`src/rtl/time_sync_scheduler.sv`:
```
// time_sync_scheduler
// Sequences the network time-sync engine: takes manual (and optionally
// periodic) requests, starts the engine, waits with a per-attempt timeout
// and bounded retries, and hands a successful result to the clock datapath
// as a one-cycle set pulse with a 64-bit time word.
// Optional feature: define SYNC_AUTO_EN to build the periodic auto-sync
// timer; without it only manual key edges start a sync.
module time_sync_scheduler #(
    parameter int TICK_DIV       = 100000000,
`ifdef SYNC_AUTO_EN
    parameter int SYNC_PERIOD_S  = 3600,
`endif
    parameter int WAIT_TIMEOUT_S = 5,
    parameter int MAX_RETRY      = 2
) (
    input  logic        i_clk,
    input  logic        i_reset_n,
    input  logic        i_manual_req,
    input  logic        i_cancel_req,
    input  logic        i_sync_finished,
    input  logic [31:0] i_sync_time,
    output logic        o_sync_en,
    output logic        o_set_time_valid,
    output logic [63:0] o_set_time,
    output logic        o_busy,
    output logic        o_sync_ok,
    output logic [7:0]  o_fail_cnt,
    output logic [2:0]  o_state
);

    localparam int PW = (TICK_DIV > 1) ? $clog2(TICK_DIV) : 1;
    localparam logic [PW-1:0] PRE_LAST = PW'(TICK_DIV - 1);

    localparam int WW = (WAIT_TIMEOUT_S > 1) ? $clog2(WAIT_TIMEOUT_S + 1) : 1;
    localparam logic [WW-1:0] WAIT_LAST = WW'(WAIT_TIMEOUT_S - 1);

    localparam int RW = (MAX_RETRY > 0) ? $clog2(MAX_RETRY + 1) : 1;
    localparam logic [RW-1:0] RETRY_MAX = RW'(MAX_RETRY);

    typedef enum logic [2:0] {
        ST_IDLE  = 3'd0,
        ST_START = 3'd1,
        ST_WAIT  = 3'd2,
        ST_DONE  = 3'd3,
        ST_GAP   = 3'd4,
        ST_FAIL  = 3'd5
    } stateT;

    stateT          r_state;
    stateT          w_nextState;
    logic [PW-1:0]  r_prescale;
    logic [WW-1:0]  r_waitCnt;
    logic [RW-1:0]  r_retryCnt;
    logic           r_prevManual;
    logic           r_prevCancel;
    logic [31:0]    r_setTime;
    logic           r_syncOk;
    logic [7:0]     r_failCnt;

    logic           w_tick;
    logic           w_manualEdge;
    logic           w_cancelEdge;
    logic           w_startReq;
    logic           w_timeout;
    logic           w_retryInc;
    logic           w_loadTime;

    assign w_tick       = (r_prescale == PRE_LAST);
    assign w_manualEdge = i_manual_req & ~r_prevManual;
    assign w_cancelEdge = i_cancel_req & ~r_prevCancel;
    assign w_timeout    = (r_state == ST_WAIT) && w_tick && (r_waitCnt == WAIT_LAST);

    // Free-running prescaler producing the one-second tick
    always_ff @(posedge i_clk) begin
        if (!i_reset_n) begin
            r_prescale <= '0;
        end else if (w_tick) begin
            r_prescale <= '0;
        end else begin
            r_prescale <= r_prescale + PW'(1);
        end
    end

    // Previous key levels, kept in every state so edges are never stale
    always_ff @(posedge i_clk) begin
        if (!i_reset_n) begin
            r_prevManual <= 1'b0;
            r_prevCancel <= 1'b0;
        end else begin
            r_prevManual <= i_manual_req;
            r_prevCancel <= i_cancel_req;
        end
    end

`ifdef SYNC_AUTO_EN
    localparam int CW = (SYNC_PERIOD_S > 1) ? $clog2(SYNC_PERIOD_S + 1) : 1;
    localparam logic [CW-1:0] PERIOD_LAST = CW'(SYNC_PERIOD_S - 1);

    logic [CW-1:0] r_periodCnt;
    logic          w_autoReq;

    assign w_autoReq  = (r_state == ST_IDLE) && w_tick && (r_periodCnt == PERIOD_LAST);
    assign w_startReq = w_manualEdge | w_autoReq;

    // Seconds spent idle; held at zero outside IDLE so every IDLE entry restarts the period
    always_ff @(posedge i_clk) begin
        if (!i_reset_n) begin
            r_periodCnt <= '0;
        end else if (r_state != ST_IDLE) begin
            r_periodCnt <= '0;
        end else if (w_tick) begin
            r_periodCnt <= r_periodCnt + CW'(1);
        end
    end
`else
    assign w_startReq = w_manualEdge;
`endif

    // Seconds spent waiting for the engine in the current attempt
    always_ff @(posedge i_clk) begin
        if (!i_reset_n) begin
            r_waitCnt <= '0;
        end else if (r_state == ST_START) begin
            r_waitCnt <= '0;
        end else if ((r_state == ST_WAIT) && w_tick) begin
            r_waitCnt <= r_waitCnt + WW'(1);
        end
    end

    // Retries used by the current request; a fresh request starts from zero
    always_ff @(posedge i_clk) begin
        if (!i_reset_n) begin
            r_retryCnt <= '0;
        end else if ((r_state == ST_IDLE) && w_startReq) begin
            r_retryCnt <= '0;
        end else if (w_retryInc) begin
            r_retryCnt <= r_retryCnt + RW'(1);
        end
    end

    // State register
    always_ff @(posedge i_clk) begin
        if (!i_reset_n) begin
            r_state <= ST_IDLE;
        end else begin
            r_state <= w_nextState;
        end
    end

    // Next-state logic; in WAIT a finished result beats cancel, which beats timeout
    always_comb begin
        w_nextState = r_state;
        w_retryInc  = 1'b0;
        w_loadTime  = 1'b0;
        case (r_state)
            ST_IDLE: begin
                if (w_startReq) begin
                    w_nextState = ST_START;
                end
            end
            ST_START: begin
                w_nextState = ST_WAIT;
            end
            ST_WAIT: begin
                if (i_sync_finished) begin
                    w_loadTime  = 1'b1;
                    w_nextState = ST_DONE;
                end else if (w_cancelEdge) begin
                    w_nextState = ST_IDLE;
                end else if (w_timeout) begin
                    if (r_retryCnt < RETRY_MAX) begin
                        w_retryInc  = 1'b1;
                        w_nextState = ST_GAP;
                    end else begin
                        w_nextState = ST_FAIL;
                    end
                end
            end
            ST_DONE: begin
                w_nextState = ST_IDLE;
            end
            ST_GAP: begin
                if (w_cancelEdge) begin
                    w_nextState = ST_IDLE;
                end else if (w_tick) begin
                    w_nextState = ST_START;
                end
            end
            ST_FAIL: begin
                w_nextState = ST_IDLE;
            end
            default: begin
                w_nextState = ST_IDLE;
            end
        endcase
    end

    // Result registers: latched time, last outcome, saturating failure count
    always_ff @(posedge i_clk) begin
        if (!i_reset_n) begin
            r_setTime <= '0;
            r_syncOk  <= 1'b0;
            r_failCnt <= '0;
        end else begin
            if (w_loadTime) begin
                r_setTime <= i_sync_time;
            end
            if (r_state == ST_DONE) begin
                r_syncOk <= 1'b1;
            end
            if (r_state == ST_FAIL) begin
                r_syncOk <= 1'b0;
                if (r_failCnt != 8'hFF) begin
                    r_failCnt <= r_failCnt + 8'd1;
                end
            end
        end
    end

    assign o_sync_en        = (r_state == ST_START);
    assign o_set_time_valid = (r_state == ST_DONE);
    assign o_set_time       = {32'b0, r_setTime};
    assign o_busy           = (r_state != ST_IDLE);
    assign o_sync_ok        = r_syncOk;
    assign o_fail_cnt       = r_failCnt;
    assign o_state          = r_state;

endmodule

```
`config.mk`:
```
export PLATFORM = sky130hd
export DESIGN_NAME = time_sync_scheduler
export DESIGN_NICKNAME = d
export VERILOG_FILES = /design/src/rtl/time_sync_scheduler.sv
export SDC_FILE = /design/constraint.sdc
export NUM_CORES = 1
export LEC_CHECK = 0
export ABC_AREA = 1
export BUFFER_PORTS_ARGS = -buffer_cell sky130_fd_sc_hd__buf_2
export CAP_MARGIN = 15
export CORE_MARGIN = 4
export CORE_UTILIZATION = 43
export CTS_BUF_LIST = sky130_fd_sc_hd__clkbuf_16
export DETAILED_ROUTE_END_ITERATION = 16
export PLACE_DENSITY = 0.71
export SLEW_MARGIN = 20
export SYNTH_ARGS = -nofsm -noshare
export SYNTH_HDL_FRONTEND = slang
export SYNTH_SLANG_ARGS = --single-unit
export TNS_END_PERCENT = 5
```
`constraint.sdc`:
```
create_clock -name i_clk -period 1.3 [get_ports i_clk]
set_input_delay 0.26 -clock i_clk [delete_from_list [all_inputs] [get_ports i_clk]]
set_output_delay 0.26 -clock i_clk [all_outputs]
set_load 0.005 [all_outputs]
```
* Yosys cells after proc, flatten, opt, wreduce, memory -nomap -nowiden
Cells that the tools add are included.
** Storage, ports and cells
- Memory bits (writable) :: 0
- Bits of input ports :: 37
- Output and inout bits :: 79
- Memories kept :: 0
- Latch bits :: 0
- Memory bits (read-only) :: 0
- Bits in registers :: 78
** Operators by class
- $add $sub $neg :: 4
- Reductions and logical operators :: 11
- Divide/modulo/power cells :: 0
- Equality and inequality tests :: 11
- Muxes and demuxes :: 15
- Multipliers :: 0
- $lt $le $gt $ge :: 1
- Bitwise gates (word level) :: 5
- Shift-type cells :: 0
** Operators with widths (number)
- $add 27x1->27 const B :: 1
- $eq 27x27->1 const B :: 1
- $mux 3 :: 6
- $pmux 3 s4 :: 1
- $eq 3x3->1 const B :: 3
- $add 8x1->8 const B :: 1
- $mux 1 :: 8
- $ne 8x8->1 const B :: 1
- $reduce_or 2->1 :: 4
- $eq 3x2->1 const B :: 2
- $ne 4x4->1 const B :: 1
- $add 3x1->3 const B :: 1
- $eq 3x1->1 const B :: 1
- $logic_and 1x1->1 :: 3
- $logic_not 3->1 :: 1
- $ne 3x3->1 const B :: 1
- $not 1->1 :: 3
- $reduce_and 3->1 :: 1
- $reduce_bool 3->1 :: 1
- $add 2x1->2 const B :: 1
- $and 1x1->1 :: 2
- $lt 2x2->1 const B :: 1
- $ne 2x2->1 const B :: 1
- $reduce_and 2->1 :: 1

* Longest topological paths before layout
- Word-level depth :: 7
- Gate-level depth with buffers :: 12

* Worst setup path after synthesis
No wires, ideal clock.
- Path kind :: register to register
- Start point :: reg r_prescale[0]
- End point :: reg r_retryCnt[0]
- Cell stages (with the launch flop) :: 11
- Data required time :: 1190 ps
- Data arrival time :: 1343 ps
- Period minus slack after synthesis :: 1453 ps
- Path slack :: -153 ps
- Setup time :: 110 ps
- Path through :: dfxtp_1 ha_1 nand2_1 nor2_4 nand2_4 nor2_1 nand2_2 nor2_4 nand4_2 inv_1 nor2_1
** Between the ends
- Word-level cells in the longest chain between the ends :: 7
** Ends and longest elaborated chain
- start, declared :: RTL line 51 : logic [PW-1:0] r_prescale;
- start signal, assigned :: RTL line 80 : r_prescale <= r_prescale + PW'(1);
- $eq 27x27->1 :: RTL line 68 : assign w_tick = (r_prescale == PRE_LAST);
- $logic_and 1x1->1 (2 in series) :: RTL line 71 : assign w_timeout = (r_state == ST_WAIT) && w_tick && (r_waitCnt == WAIT_LAST);
- $mux 1 :: RTL line 170 : end else if (w_timeout) begin
- $mux 1 :: RTL line 168 : end else if (w_cancelEdge) begin
- $mux 1 :: RTL line 165 : if (i_sync_finished) begin
- $mux 1 :: RTL line 155 : case (r_state)
- end signal, assigned :: RTL line 137 : r_retryCnt <= r_retryCnt + RW'(1);
- end, declared :: RTL line 53 : logic [RW-1:0] r_retryCnt;
No other way between the ends.
A chain may end at the register's enable or synchronous reset.

* Worst setup path after layout
- Start point :: reg r_prescale[11]
- End point :: reg r_state[2] (netlist: o_state[2])
** Between the ends
- Word-level cells in the longest chain between the ends :: 5
** Ends and longest elaborated chain
- $eq 27x27->1 (*) :: RTL line 68
- $logic_and 1x1->1 (2 in series) :: RTL line 71
- $ne 4x4->1 (no line)
- $reduce_and 3->1 (no line) (*)
- end signal, assigned :: RTL line 146 : r_state <= w_nextState;
- end, declared :: RTL line 49 : stateT r_state;
Mark *: on every way between the ends. The rest lies on a longest branch, timed or not.

==> report_table.html <==
<table>
<tr><th>Metric</th><th>Value</th></tr>
<tr><th colspan="2">Power</th></tr>
<tr><td>Clock power frac</td><td>between 40 and 50%</td></tr>
<tr><td>Leakage power summed over all cells</td><td>2.433 nW</td></tr>
<tr><td>Net switching power</td><td>0.001441 W</td></tr>
<tr><td>Peak VDD IR</td><td>0.8166 mV</td></tr>
<tr><td>Sw Ratio</td><td>25.38%</td></tr>
<tr><td>Fraction of power consumed by sequential logic</td><td>between 40% and 50%</td></tr>
<tr><td>Areal power density over the cells</td><td>1062 mW/mm²</td></tr>
<tr><td>Internal power</td><td>0.004235 W</td></tr>
<tr><td>Sum of internal, switching and leakage power</td><td>0.005676 W</td></tr>
<tr><td>Gate power share</td><td>11.7%</td></tr>
<tr><th colspan="2">Place</th></tr>
<tr><td>Place WS</td><td>-0.2125 ns</td></tr>
<tr><td>Final estimated routing congestion in global placement</td><td>0.9093</td></tr>
<tr><td>I/O Buffers</td><td>83</td></tr>
<tr><td>Placed cells</td><td>764</td></tr>
<tr><td>HPWL after detailed placement</td><td>approximately 7200 µm</td></tr>
<tr><th colspan="2">Worst setup path</th></tr>
<tr><td>RR Startpoint</td><td>r_prescale[11]</td></tr>
<tr><td>Crit Path Class</td><td>reg2reg</td></tr>
<tr><td>Startpoint types</td><td>flop</td></tr>
<tr><td>Worst path arrival time</td><td>1.73 ns</td></tr>
<tr><td>Type of element capturing the critical path</td><td>flop</td></tr>
<tr><td>Critical register-to-register path endpoint</td><td>o_state[2]</td></tr>
<tr><td>Worst reg-to-reg path cell count</td><td>11</td></tr>
<tr><td>Top fanout value on the critical path</td><td>3</td></tr>
<tr><td>Endpoint required time on the critical path</td><td>1.52 ns</td></tr>
<tr><td>Reg2reg setup slack</td><td>-0.21 ns</td></tr>
<tr><th colspan="2">Clock tree</th></tr>
<tr><td>CTS root buf</td><td>sky130_fd_sc_hd__clkbuf_16</td></tr>
<tr><td>Later-pin clock latency in the skew report</td><td>0.33 ns</td></tr>
<tr><td>Clock tree from TritonCTS</td><td>yes</td></tr>
<tr><td>Total number of H-tree levels</td><td>3</td></tr>
<tr><td>Total CTS buffers</td><td>9</td></tr>
<tr><td>Maximum number of buffers from clock root to sink</td><td>2</td></tr>
<tr><td>CTS sink count</td><td>78</td></tr>
<tr><td>Post-CTS clock slew at the launch and capture registers of the worst setup and hold paths</td><td>0.06 ns</td></tr>
<tr><th colspan="2">STA</th></tr>
<tr><td>Worst Slack Setup Final</td><td>-0.2133 ns</td></tr>
<tr><td>Achievable frequency</td><td>0.6608 GHz</td></tr>
<tr><td>Setup TNS after final layout</td><td>-4.876 ns</td></tr>
<tr><td>Unrepaired setup endpoints after global routing</td><td>yes</td></tr>
<tr><td>Hold Vio Cnt, Final</td><td>0</td></tr>
<tr><td>Period utilization</td><td>116.4%</td></tr>
<tr><td>Fin Hold WS</td><td>between 0.1 and 0.15 ns</td></tr>
<tr><td>Worst clock skew</td><td>0.006508 ns</td></tr>
<tr><td>Setup violations, final</td><td>66</td></tr>
<tr><td>Fin crit period</td><td>1.513 ns</td></tr>
<tr><td>Final number of max-transition violations</td><td>0</td></tr>
<tr><th colspan="2">Floorplanning</th></tr>
<tr><td>Ports placed on the boundary</td><td>116</td></tr>
<tr><td>Die outline width</td><td>102.4 µm</td></tr>
<tr><td>Number of placement rows</td><td>34</td></tr>
<tr><td>Initial standard-cell utilization of the core</td><td>44.15%</td></tr>
<tr><td>Chip height</td><td>102.4 µm</td></tr>
<tr><td>Core footprint</td><td>0.008678 mm²</td></tr>
<tr><td>Area enclosed by the die boundary</td><td>about 0.010 mm²</td></tr>
<tr><th colspan="2">Routing</th></tr>
<tr><td>Iteration count of the initial detailed-routing pass</td><td>4</td></tr>
<tr><td>Post-route DRC</td><td>0</td></tr>
<tr><td>Vias per inst</td><td>4.815</td></tr>
<tr><td>Number of vias after detailed routing</td><td>3794</td></tr>
<tr><td>Iter 0 DRT Violations</td><td>~250</td></tr>
<tr><td>Routed wire per std cell</td><td>12.61 µm</td></tr>
<tr><td>ANT nets after route</td><td>0</td></tr>
<tr><td>Final routed wirelength across all metal layers</td><td>9933 µm</td></tr>
<tr><th colspan="2">Status</th></tr>
<tr><td>Status</td><td>complete, but fails checks</td></tr>
<tr><td>Violations in the final reports</td><td>setup timing</td></tr>
<tr><th colspan="2">Global routing</th></tr>
<tr><td>Via count of the first global-routing pass</td><td>3701</td></tr>
<tr><td>Overall Global Routing Usage</td><td>18.67%</td></tr>
<tr><td>Maximum number of pins on one net before global-route repair</td><td>35</td></tr>
<tr><td>Antenna violations before repair</td><td>0</td></tr>
<tr><td>Total congestion overflow</td><td>0</td></tr>
<tr><td>First-pass GRT wire length</td><td>15910 µm</td></tr>
<tr><th colspan="2">Min path</th></tr>
<tr><td>Min-Delay Path Class</td><td>in2reg</td></tr>
<tr><td>Start point of the worst min-delay path</td><td>i_cancel_req</td></tr>
<tr><td>Endpoint of the worst hold-timing path</td><td>r_prevCancel</td></tr>
<tr><td>Cell count of the worst hold path</td><td>3</td></tr>
<tr><th colspan="2">Logic synthesis</th></tr>
<tr><td>Cell area after technology mapping</td><td>0.003831 mm²</td></tr>
<tr><td>Post-synthesis register bit count</td><td>approximately 80</td></tr>
<tr><td>EDFF count, synth</td><td>0</td></tr>
<tr><td>Number of warnings printed during yosys synthesis</td><td>0</td></tr>
<tr><td>Distinct cells, synth</td><td>36</td></tr>
<tr><td>Proportion of register bits with asynchronous set or reset after synthesis</td><td>0%</td></tr>
<tr><td>Post-synthesis average cell area</td><td>7.368 µm²</td></tr>
<tr><td>Dominant synthesized flop cell</td><td>sky130_fd_sc_hd__dfxtp_1</td></tr>
<tr><td>Mapped Cells</td><td>520</td></tr>
<tr><td>Post-synthesis sequential area ratio</td><td>40.76%</td></tr>
<tr><th colspan="2">Flow run</th></tr>
<tr><td># Max-Cap Violations</td><td>0</td></tr>
<tr><th colspan="2">Layout</th></tr>
<tr><td>Nets</td><td>slightly above 700</td></tr>
<tr><td>Count of fill cells added during filler insertion</td><td>734</td></tr>
<tr><td>Fraction of final layout cells sized beyond drive strength 1</td><td>37.94%</td></tr>
<tr><td>Post-layout instance count excluding filler cells</td><td>788</td></tr>
<tr><td>Area grow syn2layout</td><td>39.45%</td></tr>
<tr><td>N_diodes</td><td>0</td></tr>
</table>
## synth_stat cells (2+ instances only)
cell                         n  area, µm²
sky130_fd_sc_hd__inv_1      49      183.9
sky130_fd_sc_hd__nand3_2     2      20.02
sky130_fd_sc_hd__nor3_1      6      30.03
sky130_fd_sc_hd__a21oi_1    57      285.3
sky130_fd_sc_hd__inv_2       4      15.01
sky130_fd_sc_hd__xnor2_1     5      43.79
sky130_fd_sc_hd__nand3b_1    4      30.03
sky130_fd_sc_hd__nand2_1   101      379.1
sky130_fd_sc_hd__nor2_1     53      198.9
sky130_fd_sc_hd__clkbuf_1   11      41.29
sky130_fd_sc_hd__nand4_1     7      43.79
sky130_fd_sc_hd__nand2_4     2      22.52
sky130_fd_sc_hd__ha_1        4      50.05
sky130_fd_sc_hd__nand3_1    51      255.2
sky130_fd_sc_hd__nor2_2      5      31.28
sky130_fd_sc_hd__buf_4      35      262.8
sky130_fd_sc_hd__dfxtp_1    78       1562
sky130_fd_sc_hd__nand2_2     5      31.28
sky130_fd_sc_hd__xor2_1      6      52.55
sky130_fd_sc_hd__o21ai_0    12      60.06
sky130_fd_sc_hd__nor2_4      6      67.56
sky130_fd_sc_hd__buf_2       3      15.01
## flip-flops by register name, summed over array words and instances, names as in the netlist
| name | cells |
|---|---|
| r_setTime | 32 |
| r_prescale | 27 |
| o_fail_cnt | 8 |
| o_state | 3 |
| r_waitCnt | 3 |
| r_retryCnt | 2 |
| o_sync_ok | 1 |
| r_prevCancel | 1 |
| r_prevManual | 1 |
## metal layers
| metal | vias to the layer above | wire length, µm | GRT usage, % | part of all wire (%) |
|---|---|---|---|---|
| met5 | - | 0 | 0 | 0 |
| met3 | 9 | 521 | 3.208 | 5.2 |
| met4 | 0 | 105 | 6.862 | 1.1 |
| met1 | 1765 | 4128 | 22.42 | 42 |
| met2 | 100 | 5179 | 33.33 | 52 |
| li1 | 1920 | - | - | - |
## timing repair
| action | 4_1_cts | 5_1_grt |
|---|---|---|
| resized for setup | 29 | 37 |
| hold buffers | 0 | 0 |
| endpoints found under the hold margin | 0 | 0 |
| setup endpoints to repair | 55 | 78 |
| pin swaps | 7 | 15 |
| buffers inserted | 4 | 4 |
## critical path, stage by stage, from the launching register on
cell,delay (ns)
sky130_fd_sc_hd__dfxtp_1,0.36
sky130_fd_sc_hd__buf_4,0.16
sky130_fd_sc_hd__nor2_1,0.16
sky130_fd_sc_hd__nand2_1,0.08
sky130_fd_sc_hd__nor2_2,0.14
sky130_fd_sc_hd__nand2_4,0.07
sky130_fd_sc_hd__nor2_4,0.10
sky130_fd_sc_hd__nor2_2,0.06
sky130_fd_sc_hd__nor2_2,0.09
sky130_fd_sc_hd__nand2_1,0.08
sky130_fd_sc_hd__nand2_1,0.06
sky130_fd_sc_hd__nor2_1,0.04
## power groups by stage
stage	Combinational [W]	Sequential (W)	Clock [W]
2_1_floorplan	0.000385	0.00256	0
4_1_cts	0.000630	0.00250	0.00255
3_5_place_dp	0.000582	0.00255	0
5_1_grt	0.000735	0.00250	0.00266
6_report	0.000663	0.00250	0.00251
3_3_place_gp	0.000566	0.00255	0
## per-stage QoR
| stage | area [µm²] | utilization, % |
|---|---|---|
| after floorplan | 3976 | - |
| after global placement | 4760 | 54.84 |
| after detailed placement | 4760 | 54.84 |
| after CTS | 5197 | 59.89 |
| after global routing | 5343 | 61.56 |
| final | 5343 | 61.56 |
## area by class of cell
cell class | instances | area [µm²] | share of cell area [%]
Multi-Input combinational cell | 371 | 2076 | 38.85
Sequential cell | 78 | 1573 | 29.44
Timing Repair Buffer | 162 | 1056 | 19.77
Clock buffer | 9 | 225.2 | 4.215
Inverter | 53 | 203.9 | 3.817
Tap cell | 108 | 135.1 | 2.529
Clock inverter | 7 | 73.82 | 1.382
## layout by cell type, fill, tap and decap left out, types with 6 or more instances in the layout
cell,netlist,final
sky130_fd_sc_hd__conb_1,1,32
sky130_fd_sc_hd__inv_1,49,46
sky130_fd_sc_hd__nand4_1,7,7
sky130_fd_sc_hd__dfxtp_2,0,6
sky130_fd_sc_hd__nor2_4,6,11
sky130_fd_sc_hd__nor2_2,5,18
sky130_fd_sc_hd__dfxtp_1,78,71
sky130_fd_sc_hd__nand3_1,51,48
sky130_fd_sc_hd__buf_4,35,72
sky130_fd_sc_hd__nand2_4,2,7
sky130_fd_sc_hd__inv_2,4,6
sky130_fd_sc_hd__buf_2,3,83
sky130_fd_sc_hd__nor2_1,53,35
sky130_fd_sc_hd__xor2_1,6,6
sky130_fd_sc_hd__nand2_2,5,9
sky130_fd_sc_hd__nand2_1,101,92
sky130_fd_sc_hd__a21oi_1,57,57
sky130_fd_sc_hd__o21ai_0,12,7
sky130_fd_sc_hd__clkbuf_16,0,9
## cell families after synthesis
group           after synthesis  share of synthesized area, %
flops                        78                         40.76
other cells                   1                       0.09788
compound gates               73                         9.863
buf+inv                     102                         13.52
fa+ha+maj                     4                         1.306
xor+xnor                     11                         2.515
simple gates                251                         31.94
## worst max-delay path by stage
stage                    from        endpoint  slack, ns  depth (start not counted)
6_report       r_prescale[11]      o_state[2]      -0.21                         11
3_5_place_dp    r_prescale[1]    r_waitCnt[0]      -0.21                         10
2_1_floorplan   r_prescale[0]   r_retryCnt[0]      -0.08                         10
5_1_grt         r_prescale[0]      o_state[2]      -0.31                         12
3_3_place_gp    r_prescale[1]   r_retryCnt[0]      -0.14                         10
4_1_cts         r_prescale[0]  r_prescale[25]      -0.17                          9
Power figures use the tool's default switching activity.
